### src/rtl/cam_pkg.sv
// Shared camera-path types: FSM states, default frame geometry, RGB565 layout.
// Latency: n/a (declarations only).
// Backpressure: n/a.
package cam_pkg;

    // Capture FSM: discard settling frames, wait for enable, then stream.
    typedef enum logic [1:0] {
        SKIP   = 2'd0,
        GATE   = 2'd1,
        ACTIVE = 2'd2
    } cam_state_t;

    // Default sensor window (RGB565 words per line, lines per frame).
    localparam int CAM_H_ACTIVE = 640;
    localparam int CAM_V_ACTIVE = 360;

    // RGB565 field positions, shared with the downstream fusion logic.
    localparam int RGB_R_MSB = 15;
    localparam int RGB_R_LSB = 11;
    localparam int RGB_G_MSB = 10;
    localparam int RGB_G_LSB = 5;
    localparam int RGB_B_MSB = 4;
    localparam int RGB_B_LSB = 0;

    typedef struct packed {
        logic [RGB_R_MSB-RGB_R_LSB:0] r;
        logic [RGB_G_MSB-RGB_G_LSB:0] g;
        logic [RGB_B_MSB-RGB_B_LSB:0] b;
    } rgb565_t;

endpackage

### src/rtl/cam_edge_det.sv
// Single-edge detector on an already-registered level (RISING=1: 0->1, else 1->0).
// Latency: pulse is combinational from level, valid in the first cycle level differs from its delayed copy.
// Backpressure: none; one pulse per edge.
module cam_edge_det #(
    parameter int RISING = 1
) (
    input  logic clk,
    input  logic rst,
    input  logic level,
    output logic pulse
);

    logic level_q;

    // Previous-cycle copy of the level for edge comparison.
    always_ff @(posedge clk) begin
        if (rst) begin
            level_q <= 1'b0;
        end else begin
            level_q <= level;
        end
    end

    assign pulse = (RISING != 0) ? (level & ~level_q) : (~level & level_q);

endmodule

### src/rtl/cmos_capture_8to16.sv
// DVP byte-stream capture: skips settling frames, gates frames on capture_en, packs byte pairs into RGB565 words.
// Latency: 2 cmos_pclk cycles pins->outputs for both data and vsync.
// Backpressure: none; the sensor cannot be stalled, cmos_href is a pure write strobe.
module cmos_capture_8to16
    import cam_pkg::*;
#(
    parameter int FRAME_SKIP    = 10,
    parameter int H_ACTIVE      = CAM_H_ACTIVE,
    parameter int V_ACTIVE      = CAM_V_ACTIVE,
    parameter int HI_BYTE_FIRST = 1
) (
    input  logic        cmos_pclk,
    input  logic        sys_rst,
    input  logic        cmos_vsync_i,
    input  logic        cmos_href_i,
    input  logic [7:0]  cmos_data_i,
    input  logic        capture_en,
    output logic        cmos_vsync,
    output logic        cmos_href,
    output logic [15:0] cmos_data,
    output logic        frame_done,
    output logic        line_err,
    output logic        frame_err,
    output logic [7:0]  frame_cnt
);

    localparam logic [8:0]  SKIP_TGT  = 9'(FRAME_SKIP);
    localparam logic [11:0] H_TGT     = 12'(H_ACTIVE);
    localparam logic [10:0] V_TGT     = 11'(V_ACTIVE);
    localparam logic [11:0] PIX_MAX   = 12'hFFF;
    localparam logic [10:0] LINE_MAX  = 11'h7FF;

    logic        vsync_r;
    logic        href_r;
    logic [7:0]  data_r;
    logic        vsync_rise;
    logic        href_fall;

    cam_state_t  state;
    cam_state_t  state_nxt;
    logic [7:0]  skip_cnt;
    logic [7:0]  skip_cnt_nxt;
    logic [8:0]  skip_inc;

    logic        phase;
    logic [7:0]  byte_hold;
    logic [11:0] pixel_cnt;
    logic [10:0] line_cnt;
    logic        word_done;
    logic        out_en;
    logic        end_of_frame;
    rgb565_t     word_pix;

    // Register every sensor pin once before any decision is made on it.
    always_ff @(posedge cmos_pclk) begin
        if (sys_rst) begin
            vsync_r <= 1'b0;
            href_r  <= 1'b0;
            data_r  <= 8'd0;
        end else begin
            vsync_r <= cmos_vsync_i;
            href_r  <= cmos_href_i;
            data_r  <= cmos_data_i;
        end
    end

    cam_edge_det #(.RISING(1)) u_vsync_edge (
        .clk   (cmos_pclk),
        .rst   (sys_rst),
        .level (vsync_r),
        .pulse (vsync_rise)
    );

    cam_edge_det #(.RISING(0)) u_href_edge (
        .clk   (cmos_pclk),
        .rst   (sys_rst),
        .level (href_r),
        .pulse (href_fall)
    );

    // The skip counter is compared after counting the current edge, so the
    // first output-eligible frame is frame FRAME_SKIP (frame 0 at least is always dropped).
    assign skip_inc = {1'b0, skip_cnt} + 9'd1;

    // FSM state register.
    always_ff @(posedge cmos_pclk) begin
        if (sys_rst) begin
            state    <= SKIP;
            skip_cnt <= 8'd0;
        end else begin
            state    <= state_nxt;
            skip_cnt <= skip_cnt_nxt;
        end
    end

    // FSM next state: only a frame-start edge can move it; capture_en is looked at only there.
    always_comb begin
        state_nxt    = state;
        skip_cnt_nxt = skip_cnt;
        if (vsync_rise) begin
            case (state)
                SKIP: begin
                    skip_cnt_nxt = skip_inc[7:0];
                    if (skip_inc >= SKIP_TGT) begin
                        state_nxt = GATE;
                    end
                end
                GATE: begin
                    if (capture_en) begin
                        state_nxt = ACTIVE;
                    end
                end
                ACTIVE: begin
                    if (!capture_en) begin
                        state_nxt = GATE;
                    end
                end
                default: state_nxt = SKIP;
            endcase
        end
    end

    // Using the next state lets vsync rise together with the GATE->ACTIVE edge
    // and stay low on the ACTIVE->GATE edge.
    assign out_en       = (state_nxt == ACTIVE);
    assign end_of_frame = vsync_rise && (state == ACTIVE);
    assign word_done    = href_r && phase && !vsync_rise;
    assign word_pix     = (HI_BYTE_FIRST != 0) ? {byte_hold, data_r} : {data_r, byte_hold};

    // Byte pairing, word strobe and per-line checks.
    always_ff @(posedge cmos_pclk) begin
        if (sys_rst) begin
            phase     <= 1'b0;
            byte_hold <= 8'd0;
            pixel_cnt <= 12'd0;
            cmos_href <= 1'b0;
            cmos_data <= 16'd0;
            line_err  <= 1'b0;
        end else begin
            cmos_href <= 1'b0;
            line_err  <= 1'b0;
            // A frame edge discards any half-assembled word.
            phase     <= href_r && !vsync_rise && !phase;
            if (href_r && !phase) begin
                byte_hold <= data_r;
            end
            if (word_done) begin
                if (pixel_cnt != PIX_MAX) begin
                    pixel_cnt <= pixel_cnt + 12'd1;
                end
                if (out_en) begin
                    cmos_href <= 1'b1;
                    cmos_data <= word_pix;
                end
            end
            // phase still set here means the line ended on a dangling byte.
            if (href_fall) begin
                pixel_cnt <= 12'd0;
                line_err  <= (state == ACTIVE) && (phase || (pixel_cnt != H_TGT));
            end
        end
    end

    // Frame bookkeeping: line count, end-of-frame pulses, frame counter, gated vsync.
    always_ff @(posedge cmos_pclk) begin
        if (sys_rst) begin
            line_cnt   <= 11'd0;
            frame_done <= 1'b0;
            frame_err  <= 1'b0;
            frame_cnt  <= 8'd0;
            cmos_vsync <= 1'b0;
        end else begin
            frame_done <= end_of_frame;
            frame_err  <= end_of_frame && (line_cnt != V_TGT);
            if (end_of_frame) begin
                frame_cnt <= frame_cnt + 8'd1;
            end
            cmos_vsync <= vsync_r && out_en;
            if (vsync_rise) begin
                line_cnt <= 11'd0;
            end else if (href_fall && (pixel_cnt != 12'd0) && (line_cnt != LINE_MAX)) begin
                line_cnt <= line_cnt + 11'd1;
            end
        end
    end

endmodule

### config.mk
export PLATFORM = sky130hd
export DESIGN_NAME = cmos_capture_8to16
export DESIGN_NICKNAME = d
export VERILOG_FILES = /design/src/rtl/cam_pkg.sv /design/src/rtl/cam_edge_det.sv /design/src/rtl/cmos_capture_8to16.sv
export SDC_FILE = /design/constraint.sdc
export NUM_CORES = 1
export LEC_CHECK = 0
export ABC_AREA = 1
export BUFFER_PORTS_ARGS = -buffer_cell sky130_fd_sc_hd__buf_2
export CAP_MARGIN = 0
export CORE_ASPECT_RATIO = 2
export CORE_MARGIN = 2
export CORE_UTILIZATION = 50
export DETAILED_ROUTE_END_ITERATION = 6
export PLACE_DENSITY = 0.73
export SETUP_SLACK_MARGIN = 0.2
export SLEW_MARGIN = 20
export SYNTH_ARGS = -nofsm -noshare
export SYNTH_HDL_FRONTEND = slang
export SYNTH_SLANG_ARGS = --single-unit
### constraint.sdc
create_clock -name cmos_pclk -period 1.7 [get_ports cmos_pclk]
set_input_delay 0.34 -clock cmos_pclk [delete_from_list [all_inputs] [get_ports cmos_pclk]]
set_output_delay 0.34 -clock cmos_pclk [all_outputs]
set_load 0.03 [all_outputs]
==> impl_metrics.csv, run 1 <==
group,metric,value,unit
run_status,status,"finished with violations",
run_status,violations,"negative setup slack",
worst_setup_path,cp_cell_sequence,"ha_4 > nand2_2 > nor2_2 > nand3_1 > nand2_1 > nand2_1 > nor2_1 > nand2_1 > nand2_2 > nand4_4 > clkbuf_16 > nand2_1 > nand2_1 > nor2_1",
clock_tree,htreeDepth,3,
synth,synth_top_cell_area_share,0.453,
finish,area_growth,36.3,%
timing,min_period_over_period,1.08,
flow_run,cap_violations,0,
worst_setup_path,cpMostUsedCell,"nand2_1",
worst_setup_path,worst_setup_path_end_kind,"register",
synth,netlist_area,3670,sq um
synth,synth_fp_nets,538,
timing,period_needed,1.83,ns
global_route,antenna_found_initial,0,
pwr,power.leakage,2.31,nW
die,die_height,125,microns
timing,whs,0.193,ns
finish,diodes,0,
finish,final_layout_size_suffix_gt1_frac,0.328,
synth,syn_area_per_cell,7.08,sq um
timing,fin_ws,-0.128,ns
synth,synth_common_cells,"nand2_1 (106), nor2_1 (97), dfxtp_1 (83)",
placement,io_buffers,41,
synth,syn-instance-count,518,
placement,gp_congestion,0.918,
detailed_routing,wl_per_cell,13.3,microns
placement,place_inst,658,
synth,synthTopCellsByArea,"dfxtp_1 (45%), nand2_1 (11%), nor2_1 (9.9%)",
detailed_routing,vias,3551,
detailed_routing,ant_nets,0,
finish,layoutNonFillerInstCount,687,
pwr,irDropWorstVdd,0.000596,V
pwr,totalPowerFinal,4.28,mW
finish,multi_input_area,2040,sq um
placement,post-dp-hpwl,5.71,mm
global_route,grt_pass1_vias,3135,
worst_setup_path,crit_slowest_cell,"dfxtp_4",
detailed_routing,via_per_inst,5.17,
worst_setup_path,cp_top_family,"simple AND/OR/NAND/NOR gates",
detailed_routing,drt_iter0_drc,308,
die,io_pins,42,
finish,regArea,1690,sq um
worst_setup_path,critPathMaxFanout,8,
timing,final_hold_viol_count,0,
synth,ys_ff_latch,83,
finish,nets,610,
worst_setup_path,cpPeakStageDelay,0.38,ns
die,rows,44,
die,die_area,8080,sq um
die,start_util,0.509,
clock_tree,cts_tree,"done",
timing,setup_viol,17,
detailed_routing,first_pass_iters,4,
worst_setup_path,worst-endpoint-required,1.97,ns
synth,synthFlopType,"dfxtp_1",
synth,synth.yosys.seq_area_share,0.453,
clock_tree,root_buffer,"clkbuf_16",
synth,yosysMostFrequentCell,"nand2_1",
synth,yosysWarningCount,0,
timing,rsz0062_at_grt,"true",
timing,slew_headroom,0.766,
clock_tree,cts_buffers,9,
global_route,grt_start_max_net_pins,38,
clock_tree,insertion_delay,0.35,ns
detailed_routing,routed_wl,9.12,mm
clock_tree,cts_max_path_buffers,2,
timing,fmax,0.547,GHz
timing,slew_violations,0,
synth,synth_top_area_cell,"dfxtp_1",
synth,synth_edf_count,0,
clock_tree,cts.sinks,83,
pwr,powerDensity,857,nW/um^2
clock_tree,clkTransAtPathRegs,0.07,ns
die,die_w,64.6,microns
global_route,grtUsageTotal,0.207,
timing,tightest_slew,0.347,ns
timing,skew,0.00885,ns
worst_setup_path,start_kind,"register",
die,core,7210,sq um
detailed_routing,drc,0,
worst_setup_path,crit_type,"register to register",
global_route,grt_pass1_wl,13.2,mm
finish,nFillCells,549,
synth,synth_cell_types,36,
global_route,grt-ovfl-total,0,
worst_setup_path,path_buf_inv,1,
worst_hold_path,hold_path_class,"primary input to register",
synth,synthArstFlopShare,0,
worst_setup_path,cp.arrival,2.10,ns
==> routing by layer <==
layer,vias to the layer above,wire [microns],global-route usage
li1,1769,-,-
met1,1677,3400,0.215
met2,83,5160,0.386
met3,22,299,0.0450
met4,0,257,0.0889
met5,-,0,0
==> stage by stage <==
stage / instance area (sq um) / setup WS (ns) / utilization / TNS (ns)
2_1_floorplan: 3720 / 0.110 / - / 0
3_3_place_gp: 4140 / 0.0268 / 0.574 / 0
3_5_place_dp: 4140 / -0.00680 / 0.574 / -0.00719
4_1_cts: 4530 / -0.0268 / 0.628 / -0.181
5_1_grt: 5000 / -0.280 / 0.693 / -3.79
6_report: 5000 / -0.128 / 0.693 / -1.23
==> cell usage in the layout (no fill, tap or decap), drive strengths merged, types with 3 or more instances in the layout <==
| master | count |
|---|---|
| buf | 72 |
| nand2 | 107 |
| nand3 | 25 |
| nand4 | 6 |
| dfxtp | 83 |
| nor3 | 11 |
| ha | 7 |
| xor2 | 11 |
| nor2 | 99 |
| o211ai | 3 |
| o21ai | 22 |
| clkinv | 5 |
| a21oi | 29 |
| clkbuf | 12 |
| inv | 82 |
| nor4 | 6 |
==> worst min-delay path, cell delays in order <==
cell and delay, ns:
buf_2 0.07, inv_1 0.03, nor2_1 0.06
==> cell type report <==
class                      instances  share of cell area
multi-input combinational        340               0.407
timing repair buffer              74               0.106
sequential                        83               0.338
clock buffer                      10              0.0458
clock inverter                     6              0.0148
inverter                          82              0.0645
tap                               92              0.0230
==> final timing paths <==
| kind | depth (start not counted) | startpoint | slack, ns | to |
|---|---|---|---|---|
| hold reg to reg | 2 | pixel_cnt[5] | 0.48 | pixel_cnt[5] |
| hold / removal | 3 | cmos_data_i[2] | 0.19 | data_r[2] |
| setup reg to reg | 14 | skip_cnt[1] | -0.13 | cmos_data[14] |
| setup / recovery | 14 | skip_cnt[1] | -0.13 | cmos_data[14] |
==> sequential cells by signal, summed over array words and instances, names as in the netlist, 2 cells and up <==
| name | cells |
|---|---|
| skip_cnt | 8 |
| byte_hold | 8 |
| pixel_cnt | 12 |
| frame_cnt | 8 |
| data_r | 8 |
| cmos_data | 16 |
| state | 2 |
| line_cnt | 11 |
==> cells by family (layout without fill, tap and decap cells) <==
| group | count (synthesis) | after routing | synth area share |
|---|---|---|---|
| simple gates | 258 | 258 | 0.297 |
| fa+ha+maj | 7 | 7 | 0.0239 |
| compound gates | 62 | 62 | 0.0921 |
| xor+xnor | 13 | 13 | 0.0310 |
| flops | 83 | 83 | 0.453 |
| buf+inv | 95 | 172 | 0.103 |
==> power breakdown <==
group	total [mW]	switching [mW]	internal [mW]
clock	1.98	0.825	1.16
sequential	2.02	0.0364	1.99
combinational	0.278	0.165	0.114
==> repair_timing <==
action,in CTS,in global routing
endpoints found under the hold margin,0,0
resized for setup,24,108
gates cloned,0,2
endpoints found under the setup margin,43,44
hold buffers,0,0
setup buffers,3,8
pin swaps,7,31
(Power assumes the default switching activity.)
==> run 2, diff against run 1 <==
- ABC_AREA: 1 -> unset
==> run 2 against run 1 <==
  * The flow now finishes without violations
  * Wire length decreased by 18%
  * Non-clock buffer count increased by 4
  * Sequential power decreased by 2%
  * First-iteration DRC count decreased by 50%
  * Combinational power decreased by 48%
  * Highest routed layer unchanged
==> impl_metrics.csv, run 2 <==
group,metric,value,unit
synth,netlist_area,3470,sq um
pwr,seq_power_share,0.469,
pwr,p_sw_frac,0.206,
synth,synth_top_cell_area_share,0.479,
timing,fmax,0.629,GHz
timing,slew_headroom,0.730,
detailed_routing,drc,0,
global_route,grtUsageTotal,0.196,
worst_setup_path,critPathMaxFanout,7,
clock_tree,cts.sinks,83,
timing,skew,0.00676,ns
synth,synth_edf_count,0,
synth,synthArstFlopShare,0,
timing,setup_viol,0,
worst_setup_path,crit_slowest_cell,"or3_4",
detailed_routing,wl_per_cell,13.2,microns
timing,rsz0062_at_grt,"true",
die,die_w,62.9,microns
worst_setup_path,cpMostUsedCell,"nand4_4",
clock_tree,cts_tree,"done",
worst_hold_path,hold_path_class,"primary input to register",
pwr,p_int,3.35,mW
die,rows,43,
global_route,antenna_found_initial,0,
timing,tns,0,ns
clock_tree,cts_buffers,9,
placement,post-dp-hpwl,4.63,mm
synth,yosysWarningCount,0,
finish,largest-register,"cmos_data",
synth,synth_cell_types,51,
synth,syn-instance-count,399,
worst_setup_path,start_kind,"register",
detailed_routing,ant_nets,0,
worst_setup_path,cpPeakStageDelay,0.35,ns
placement,io_buffers,41,
synth,synthTopCellsByArea,"dfxtp_1 (48%), nand2_1 (7.3%), nor2_1 (4.7%)",
worst_setup_path,worst-endpoint-required,1.95,ns
synth,synth.yosys.seq_area_share,0.479,
clock_tree,cts_max_path_buffers,2,
flow_run,cap_violations,0,
worst_setup_path,cp_top_family,"simple AND/OR/NAND/NOR gates",
pwr,power.leakage,1.80,nW
die,die_area,7650,sq um
global_route,grt-ovfl-total,0,
finish,mostFrequentLayoutCell,"nand2_1",
finish,diodes,0,
timing,tightest_slew,0.404,ns
placement,gp_congestion,0.901,
timing,min_period_over_period,0.935,
clock_tree,clkTransAtPathRegs,0.06,ns
finish,final_cell_mix,"nand2_1 (64), dfxtp_1 (60), nor2_1 (42)",
detailed_routing,drt_iter0_drc,153,
finish,nets,491,
die,start_util,0.507,
worst_setup_path,crit_type,"register to register",
synth,synthFlopType,"dfxtp_1",
detailed_routing,vias,2947,
finish,largest_reg_flops,16,
timing,period_needed,1.59,ns
clock_tree,root_buffer,"clkbuf_16",
detailed_routing,routed_wl,7.48,mm
pwr,irDropWorstVdd,0.000680,V
global_route,grt_pass1_vias,2650,
detailed_routing,first_pass_iters,4,
pwr,p_comb_frac,0.034,
pwr,power.switching,0.869,mW
worst_setup_path,path_buf_inv,2,
synth,ys_ff_latch,83,
synth,synth_top_area_cell,"dfxtp_1",
die,core,6830,sq um
synth,syn_area_per_cell,8.69,sq um
finish,area_growth,33.5,%
timing,final_hold_viol_count,0,
synth,synth_fp_nets,419,
clock_tree,htreeDepth,3,
die,die_height,122,microns
detailed_routing,via_per_inst,5.22,
pwr,p_clk_frac,0.497,
timing,slew_violations,0,
finish,final_core_util,0.677,
pwr,powerDensity,911,nW/um^2
run_status,status,"finished, final reports clean",
worst_setup_path,cp_cell_sequence,"inv_2 > ha_4 > nor4b_4 > nand4_4 > buf_6 > nand4_4 > or3_4 > a21oi_1",
die,io_pins,42,
global_route,grt_pass1_wl,12.0,mm
finish,final_layout_size_suffix_gt1_frac,0.345,
finish,top_regs,"cmos_data x16, pixel_cnt x12, line_cnt x11",
clock_tree,insertion_delay,0.33,ns
clock_tree,cts_hold_repair.buffers,0,
synth,synth_common_cells,"dfxtp_1 (83), nand2_1 (67), nor2_1 (43)",
worst_setup_path,worst_setup_path_end_kind,"register",
synth,yosysMostFrequentCell,"dfxtp_1",
worst_setup_path,cp.arrival,1.84,ns
global_route,grt_start_max_net_pins,35,
-- run 2: cell types whose count changed after synthesis, sizes merged, moves of 4 or more --
| cell | change |
|---|---|
| inv | -70 |
| nor2 | -56 |
| nand2 | -40 |
| nand3 | -14 |
| nor2b | +13 |
| xnor2 | +13 |
| o21ai | -12 |
| nand4 | +8 |
| and3 | +7 |
| clkbuf | +6 |
| nand2b | +5 |
| nor4 | -4 |
| or3 | +4 |
-- run 2: per-layer routing --
layer,track usage,routed length (microns),share of wire
met1,0.245,3220,0.43
met2,0.324,3920,0.52
met3,0.0480,253,0.034
met4,0.0792,87,0.012
met5,0,0,0
-- run 2: cells by family after synthesis --
kind of cell	after synthesis	share of synthesized area
simple gates	196	0.291
flops	83	0.479
compound gates	55	0.0899
xor+xnor	28	0.0708
buf+inv	26	0.0325
fa+ha+maj	9	0.0310
mux	2	0.00578
-- run 2: layout make-up --
type | instances | area (sq um)
fillers | 573 | 2200
multi-input cells | 290 | 1930
flip-flops and latches | 83 | 1720
repair buffers | 78 | 502
clock buffers | 10 | 239
well taps | 90 | 113
clock inverters | 5 | 85.1
inverters | 9 | 33.8
-- run 2: through the flow --
stage                     area [sq um]  hold WS [ns]  std cells  total power [mW]  worst slack (ns)
after floorplan                   3520         0.423        399              2.11             0.200
final                             4630         0.216        565              4.21             0.110
after detailed placement          3880         0.442        528              2.15            0.0828
after CTS                         4410         0.204        559              4.24             0.122
after global routing              4630         0.218        565              4.35            0.0460
after global placement            3880         0.438        528              2.15             0.130
-- run 2: power groups by stage --
stage / logic (mW) / clock network (mW) / registers, mW
floorplan: 0.0867 / 0 / 2.03
global placement: 0.122 / 0 / 2.03
detailed placement: 0.123 / 0 / 2.03
CTS: 0.130 / 2.13 / 1.98
global route: 0.159 / 2.22 / 1.98
finish: 0.144 / 2.10 / 1.97
-- run 2: final timing paths --
path              slack [ns]  cells past startpoint            from           end
setup / recovery        0.11                      8    pixel_cnt[0]   line_cnt[5]
hold / removal          0.22                      2  cmos_data_i[0]     data_r[0]
setup reg to reg        0.11                      8    pixel_cnt[0]   line_cnt[5]
hold reg to reg         0.45                      2       data_r[3]  cmos_data[3]
-- run 2: what timing repair did --
| action | 4_1_cts | 5_1_grt |
|---|---|---|
| setup buffers | 16 | 6 |
| pin swaps | 10 | 18 |
| setup endpoints to repair | 33 | 34 |
| resized for setup | 29 | 44 |
